`src/rtl/cell_uart_tx_if.sv`:
```
// Handshake bundle for cell_uart_tx.
// The producer side offers packed cell messages and receives an ack.
// The UART side receives bytes with send and returns a txdone pulse.
// master = environment (producer + UART TX), slave = the bridge.
interface cell_uart_tx_if #(
  parameter int ADDR_WIDTH = 4
);
  localparam int MESSAGE_WIDTH = 2 * (ADDR_WIDTH + 1) + 4;

  logic [MESSAGE_WIDTH-1:0] txmessage;
  logic                     txmessage_valid;
  logic                     ack_txmessage;
  logic [7:0]               txdata;
  logic                     send;
  logic                     txdone;

  modport master (
    output txmessage, txmessage_valid, txdone,
    input  ack_txmessage, txdata, send
  );

  modport slave (
    input  txmessage, txmessage_valid, txdone,
    output ack_txmessage, txdata, send
  );
endinterface

```
`src/rtl/cell_uart_tx.sv`:
```
// Transmit bridge from the cell array to a byte-wide UART TX.
// Packed {i, j, status} messages are queued in a small FIFO and each
// message is sent as three zero-extended bytes: i, j, status.
module cell_uart_tx #(
  parameter int ADDR_WIDTH = 4,
  parameter int DEPTH      = 4
) (
  input  logic                   clk,
  input  logic                   rst,
  cell_uart_tx_if.slave          bus,
  output logic [$clog2(DEPTH):0] count,
  output logic                   busy
);

  localparam int AW1 = ADDR_WIDTH + 1;
  localparam int MW  = 2 * AW1 + 4;
  localparam int PW  = $clog2(DEPTH);
  localparam int CW  = PW + 1;
  localparam logic [CW-1:0] FULL_CNT = CW'(DEPTH);

  typedef enum logic [1:0] {IDLE, SEND, GAP} state_t;

  logic [MW-1:0] mem [DEPTH];
  logic [MW-1:0] hold;
  logic [PW-1:0] wptr;
  logic [PW-1:0] rptr;
  logic          wr_en;
  logic          pop_en;
  logic          ack_r;
  logic          send_r;
  logic [7:0]    txdata_r;
  logic [1:0]    bidx;
  state_t        state;

  // Pick byte idx of a message, each field zero-extended to 8 bits.
  function automatic logic [7:0] msg_byte(input logic [MW-1:0] m, input logic [1:0] idx);
    logic [7:0] b;
    b = '0;
    case (idx)
      2'd0:    b[AW1-1:0] = m[MW-1 -: AW1];
      2'd1:    b[AW1-1:0] = m[4 +: AW1];
      default: b[3:0]     = m[3:0];
    endcase
    return b;
  endfunction

  // The ack cycle blocks a second write so a held valid cannot double-write.
  assign wr_en  = bus.txmessage_valid && (count < FULL_CNT) && !ack_r;
  assign pop_en = (state == IDLE) && (count != '0);
  assign busy   = (state != IDLE) || (count != '0);

  assign bus.ack_txmessage = ack_r;
  assign bus.send          = send_r;
  assign bus.txdata        = txdata_r;

  // FIFO storage and the holding register for the message being serialized.
  always_ff @(posedge clk) begin
    if (wr_en)
      mem[wptr] <= bus.txmessage;
    if (pop_en)
      hold <= mem[rptr];
  end

  // FIFO pointers, occupancy and the one-cycle accept pulse.
  always_ff @(posedge clk or posedge rst) begin
    if (rst) begin
      wptr  <= '0;
      rptr  <= '0;
      count <= '0;
      ack_r <= 1'b0;
    end else begin
      ack_r <= wr_en;
      if (wr_en)
        wptr <= wptr + PW'(1);
      if (pop_en)
        rptr <= rptr + PW'(1);
      case ({wr_en, pop_en})
        2'b10:   count <= count + CW'(1);
        2'b01:   count <= count - CW'(1);
        default: count <= count;
      endcase
    end
  end

  // Serializer: launch byte0 on pop, wait for txdone, one idle cycle between bytes.
  always_ff @(posedge clk or posedge rst) begin
    if (rst) begin
      state    <= IDLE;
      bidx     <= 2'd0;
      send_r   <= 1'b0;
      txdata_r <= 8'h00;
    end else begin
      case (state)
        IDLE: begin
          if (pop_en) begin
            bidx     <= 2'd0;
            txdata_r <= msg_byte(mem[rptr], 2'd0);
            send_r   <= 1'b1;
            state    <= SEND;
          end
        end
        SEND: begin
          if (bus.txdone) begin
            send_r <= 1'b0;
            if (bidx == 2'd2) begin
              state <= IDLE;
            end else begin
              bidx  <= bidx + 2'd1;
              state <= GAP;
            end
          end
        end
        GAP: begin
          txdata_r <= msg_byte(hold, bidx);
          send_r   <= 1'b1;
          state    <= SEND;
        end
        default: state <= IDLE;
      endcase
    end
  end

endmodule

```
`src/flat_wrapper.sv`:
```
// flat-port wrapper written by rule: the top's interface ports become plain ports
module cell_uart_tx_flat 
#(
  parameter int ADDR_WIDTH = 4,
  parameter int DEPTH      = 4
)
  (clk, rst, count, busy, bus_txmessage, bus_txmessage_valid, bus_txdone, bus_ack_txmessage, bus_txdata, bus_send);
  cell_uart_tx_if #(.ADDR_WIDTH(ADDR_WIDTH)) bus_i ();
  input  logic clk;
  input  logic rst;
  output logic [$clog2(DEPTH):0] count;
  output logic busy;
  input wire logic [$bits(bus_i.txmessage)-1:0] bus_txmessage;
  input wire logic [$bits(bus_i.txmessage_valid)-1:0] bus_txmessage_valid;
  input wire logic [$bits(bus_i.txdone)-1:0] bus_txdone;
  output wire logic [$bits(bus_i.ack_txmessage)-1:0] bus_ack_txmessage;
  output wire logic [$bits(bus_i.txdata)-1:0] bus_txdata;
  output wire logic [$bits(bus_i.send)-1:0] bus_send;
  assign bus_i.txmessage = bus_txmessage;
  assign bus_i.txmessage_valid = bus_txmessage_valid;
  assign bus_i.txdone = bus_txdone;
  assign bus_ack_txmessage = bus_i.ack_txmessage;
  assign bus_txdata = bus_i.txdata;
  assign bus_send = bus_i.send;
  cell_uart_tx #(.ADDR_WIDTH(ADDR_WIDTH), .DEPTH(DEPTH)) u_core (.clk(clk), .rst(rst), .bus(bus_i), .count(count), .busy(busy));
endmodule
```
`config.mk`:
```
export PLATFORM = sky130hd
export DESIGN_NAME = cell_uart_tx_flat
export DESIGN_NICKNAME = d
export VERILOG_FILES = /design/src/rtl/cell_uart_tx_if.sv /design/src/rtl/cell_uart_tx.sv /design/src/flat_wrapper.sv
export SDC_FILE = /design/constraint.sdc
export NUM_CORES = 1
export LEC_CHECK = 0
export BUFFER_PORTS_ARGS = -buffer_cell sky130_fd_sc_hd__buf_2
export CAP_MARGIN = 20
export CORE_UTILIZATION = 58
export DETAILED_ROUTE_END_ITERATION = 8
export PLACE_DENSITY = 0.78
export RECOVER_POWER = 25
export SLEW_MARGIN = 30
export SYNTH_ARGS = -nofsm -noshare
export SYNTH_HDL_FRONTEND = slang
export SYNTH_SLANG_ARGS = --single-unit
```
`constraint.sdc`:
```
create_clock -name clk -period 3.7 [get_ports clk]
set_clock_uncertainty 0.05 [all_clocks]
set_input_delay 0 -clock clk [delete_from_list [all_inputs] [get_ports clk]]
set_output_delay 0 -clock clk [all_outputs]
set_load 0.02 [all_outputs]
```
# Word level (Yosys, flattened, before mapping)

Memories as Yosys holds them, arrays and structs flattened.
Cells that the tools add are included.

Multipliers: 0
Order comparisons: 1
Shift operators: 0
Multiplexer cells: 18
Eq/ne operators: 9
Add/subtract/negate cells: 5
Bitwise operators: 0
Reductions and logical operators: 17
Div/mod/pow operators: 0

Operators by type and width:

| kind                                                   | count |
|---|---|
| case mux 8 bit (2 select lines)                        | 1 |
| 2-to-1 mux 2 bit                                       | 6 |
| 2-to-1 mux 8 bit                                       | 1 |
| case mux 4 bit (2 select lines)                        | 1 |
| nonzero test 2 bit                                     | 4 |
| adder 2 x 1 -> 2 bit (second input constant)           | 3 |
| == test 2 x 1 -> 1 bit (second input constant)         | 3 |
| == test 2 bit (second input constant)                  | 3 |
| case mux 2 bit (3 select lines)                        | 1 |
| case mux 3 bit (2 select lines)                        | 1 |
| nonzero test 3 bit                                     | 2 |
| logical NOT 2 bit                                      | 2 |
| 2-to-1 mux 1 bit                                       | 4 |
| inequality test 2 bit (second input constant)          | 2 |
| case mux 2 bit (2 select lines)                        | 1 |
| AND reduction 2 bit                                    | 2 |
| AND reduction 4 bit                                    | 1 |
| adder 3 x 1 -> 3 bit (second input constant)           | 1 |
| logical AND 1 bit                                      | 3 |
| < comparator 3 bit (second input constant)             | 1 |
| case mux 1 bit (3 select lines)                        | 1 |
| AND reduction 3 bit                                    | 1 |
| subtractor 3 x 1 -> 3 bit (second input constant)      | 1 |
| inequality test 2 x 1 -> 1 bit (second input constant) | 1 |
| 3 further kinds                                        | 3 |

Register bits: 35
Bits in writable memories: 56
Input port bits: 18
Bits in latches: 0
Memory bits (read-only): 0
Memories kept: 1
Output and inout bits: 14

Memories:

| memory     | words | width | read ports | clocked after memory_dff | wr ports | RTL line           | source |
|---|---|---|---|---|---|---|---|
| u_core.mem | 4     | 14    | 1          | 0                        | 1        | cell_uart_tx.sv:23 | `logic [MW-1:0] mem [DEPTH];` |

# Logic depth before layout (Yosys ltp)

Word-level depth: 5
Mapped depth: 8

# Worst setup path before layout

No wires, ideal clock.

Kind: flip-flop to flip-flop
Start point: register u_core.count[2]
End point: register u_core.count[2]
Data arrival time: 2.958 ns
Library setup time: 0.080 ns
Buffers on the path: 0
Period minus slack after synthesis: 3.088 ns
Cell stages (with the launch flop): 9
Path slack: 0.612 ns
Path through: dfrtp_1 nor3_1 nor3_1 ha_1 inv_1 fa_1 xor2_1 nor2_1 xor2_1

Word-level cells in the longest chain between the ends: 5

Ends and longest elaborated chain:

| item                                                                         | RTL line           | source |
|---|---|---|
| start, declared                                                              | cell_uart_tx.sv:11 | `output logic [$clog2(DEPTH):0] count,` |
| start signal, assigned                                                       | cell_uart_tx.sv:78 | `2'b10: count <= count + CW'(1);` |
| start signal, assigned                                                       | cell_uart_tx.sv:79 | `2'b01: count <= count - CW'(1);` |
| start signal, assigned                                                       | cell_uart_tx.sv:80 | `default: count <= count;` |
| < comparator 3 bit                                                           | cell_uart_tx.sv:48 | `assign wr_en = bus.txmessage_valid && (count < FULL_CNT) && !ack_r;` |
| logical AND 1 bit (2 in a row)                                               | cell_uart_tx.sv:48 |  |
| == test 2 x 1 -> 1 bit / == test 2 bit (equally long branches)               | cell_uart_tx.sv:77 | `case ({wr_en, pop_en})` |
| case mux 3 bit (2 select lines) / nonzero test 2 bit (equally long branches) | -                  |  |

Several ways; a longest one is shown, not always the timed one.
A chain may end at the register's enable or synchronous reset.

# Final worst setup path

Start point: register u_core.state[1]
End point: register u_core.count[2]

Word-level cells in the longest chain between the ends: 4

Ends and longest elaborated chain:

| item                                                                         | RTL line            | source |
|---|---|---|
| start, declared                                                              | cell_uart_tx.sv:33  | `state_t state;` |
| start signal, assigned                                                       | cell_uart_tx.sv:88  | `state <= IDLE;` |
| start signal, assigned                                                       | cell_uart_tx.sv:99  | `state <= SEND;` |
| start signal, assigned                                                       | cell_uart_tx.sv:106 | `state <= IDLE;` |
| logical NOT 2 bit *                                                          | cell_uart_tx.sv:49  | `assign pop_en = (state == IDLE) && (count != '0);` |
| logical AND 1 bit *                                                          | cell_uart_tx.sv:49  |  |
| == test 2 x 1 -> 1 bit / == test 2 bit (equally long branches)               | cell_uart_tx.sv:77  |  |
| case mux 3 bit (2 select lines) / nonzero test 2 bit (equally long branches) | -                   |  |

Every way passes the cells marked *; elsewhere a longest branch is shown, timed or not.

==> flow_metrics.tcl <==
set metrics [dict create \
    cts_sinks 88 \
    path_buf_inv 2 \
    io_buffer_count 28 \
    synth-simple-area-share_pct 3.987 \
    final_antenna_net_count 0 \
    first_iter_violations 123 \
    synthAdderAreaFrac_pct 3.418 \
    fin_crit_sh_pct 59.04 \
    post-route-util_pct 71.34 \
    first_global_vias 1828 \
    synth_edf_count 70 \
    relSlewSlack_pct 45.48 \
    ys_ff_latch 88 \
    place_hpwl_um 3575 \
    cts_root_buf "clkbuf_8" \
    cap_violations 0 \
    yosys_warnings 0 \
    rows 27 \
    ioPinCount 32 \
    rsz0062_at_grt "no" \
    clk_latency_ps 350 \
    worst_ir_drop_vdd_v 0.0004515 \
    synth_area_leaders "edfxtp_1 60%, dfrtp_1 13%, mux4_2 8.3%, ha_1 2.8%, o31ai_1 1.3%" \
    min_path_type "input pin to asynchronous set/reset pin" \
    leakagePower_uw 0.001465 \
    tightestPinTransition_ps 817.8 \
    slew_violations 0 \
    fp.dieArea_mm2 0.006375 \
    cts_resized 0 \
    path_class "flip-flop to flip-flop" \
    tns_ps 0 \
    hold_viol_final 0 \
    path_clk_slew_ps 90 \
    async_flop_share_pct 20.45 \
    die_h_um 79.85 \
    synth_top_area_share_pct 59.81 \
    drive_gt1_share_pct 19.76 \
    worstPathMaxFanout 16 \
    top_usage_layer "met2" \
    synth_xor_area_share_pct 1.495 \
    vias 1760 \
    grt_pass1_wl_um 9211 \
    startpoint_type "flip-flop" \
    period_needed_ps 2184 \
    cts_max_path_buffers 2 \
    synth_most_common_cell "edfxtp_1" \
    routed_wl_um 5752 \
    synth.mux.area_fraction_pct 9.363 \
    crit_family "adder cells" \
    die_width_um 79.85 \
    synthFlopType "edfxtp_1" \
    power_uw 3166 \
    wl_per_cell_um 17.98 \
    status "finished, final reports clean" \
    seq_area_frac_synth_pct 72.62 \
    use_met3_pct 5.486 \
    setup_viol 0 \
    synth.top_cells.by_count "70 x edfxtp_1, 18 x dfrtp_1, 13 x mux4_2" \
    via_per_inst 5.500 \
    cp-end-kind "flip-flop" \
    initial_utilization_pct 61.93 \
    n_fill_cell 373 \
    synth_compound_gate_area_share_pct 6.052 \
    cts_buffers 9 \
    cts_tree "built" \
    cp.arrival_ps 2410 \
    grt-ovfl-total 0 \
    synth_cell_types 37 \
    core-area_mm2 0.005675 \
    fmax_mhz 457.8 \
    first_pass_iters 4 \
    path_cells "nor3_2 -> buf_4 -> ha_1 -> inv_1 -> fa_1 -> xor2_1 -> nor2_1 -> xor2_1" \
    area_growth_pct 15.20 \
    gr-usage-met1_pct 27.68 \
    syn_inst 192 \
    synth_area_mm2 0.003515 \
    max_stage_delay_ps 510 \
    met2_usage_pct 32.14 \
    cpMostUsedCell "xor2_1" \
    pwr_density_cell_mw_per_mm2 781.9 \
    syn_area_per_cell_um2 18.31 \
    yosys.area.top_type "edfxtp_1" \
    place.gp.congestion 0.7776 \
    cts_max_level 3 \
    cp.required_ps 3930 \
    post-cts-setup-buffers 0 \
    antenna_found_initial 0 \
    antenna_cells 0 \
    synth_top_family_by_area "multiplexers" \
    cts_hold_buf 17 \
    grt_max_degree 19 \
    drc 0 \
    slowest_stage "dfrtp_1" \
    grtUsageTotal_pct 20.71 \
    nNetsFinal 270 \
]
## layout by cell type, fill, tap and decap left out, drive strengths merged, types with 2 or more instances in the layout
cell,count
nand2b,2
nand2,3
dlygate4sd3,17
a22o,4
o2bb2ai,2
ha,8
clkinvlp,2
and2,4
o21ai,8
xor2,3
o31ai,6
dfrtp,18
clkbuf,22
conb,3
nor2,8
clkinv,3
a211oi,4
nor3b,2
xnor2,3
buf,16
mux4,14
nor3,3
inv,11
edfxtp,70
## worst reg2reg max path, cell delays in order (launching register included)
cell and delay, ps:
dfrtp_1 510, nor3_2 220, buf_4 260, ha_1 230
inv_1 60, fa_1 380, xor2_1 150, nor2_1 110
xor2_1 150
## stage by stage
step           hold slack [ps]  setup slack (ps)  instances  cell area (µm²)
6_report                 250.5              1516        320             4049
2_1_floorplan           -111.4             612.0        194             3522
3_5_place_dp             96.03              1540        287             3699
4_1_cts                  253.7              1508        320             4064
5_1_grt                  312.3              1410        320             4049
3_3_place_gp             92.03              1615        287             3699
## final timing paths
check                                              start                       end  slack [ps]  depth (start not counted)
worst max register to register           u_core.state[1]           u_core.count[2]        1520                          8
worst min-delay path                                 rst            u_core.wptr[1]         250                          3
min in group clk                              bus_txdone           u_core.state[0]         350                          3
max in group asynchronous                            rst            u_core.rptr[0]        2840                          3
worst min register to register  u_core.bus.ack_txmessage  u_core.bus.ack_txmessage         450                          1
worst max-delay path                     u_core.state[1]           u_core.count[2]        1520                          8
## final cells by class
type	instances	area (µm²)	share of cell area [%]
flip-flops and latches	88	2554	63.07
multi-input cells	88	870.8	21.51
repair buffers	46	301.5	7.447
clock buffers	9	123.9	3.059
well taps	72	90.09	2.225
clock inverters	7	71.32	1.761
inverters	10	37.54	0.9271
## registers in the layout, indices dropped and copies added, names as in the netlist
signal / flops
u_core.wptr: 2
u_core.bus.ack_txmessage: 1
u_core.bus.txdata: 5
u_core.rptr: 2
u_core.count: 3
u_core.mem: 56
u_core.state: 2
u_core.bidx: 2
u_core.hold: 14
u_core.bus.send: 1
## where the power goes
part           internal (µW)  switching, µW
clock                    312            338
combinational            420            500
sequential              1390            210
## per-layer routing
metal	share of wire, %	vias to the layer above	wire length (µm)
met4	1.3	0	75
met1	44	860	2520
met2	51	50	2916
li1	-	842	-
met3	4.2	8	239
met5	0	-	0
## kinds of logic after synthesis
family | after synthesis
and+or+nand+nor | 26
AOI/OAI and AO/OA | 29
buffers and inverters | 18
adders and majority gates | 9
other | 1
DFF | 88
muxes | 15
xor gates and xnor gates | 6
No activity file was read; power rests on OpenSTA's default activity.
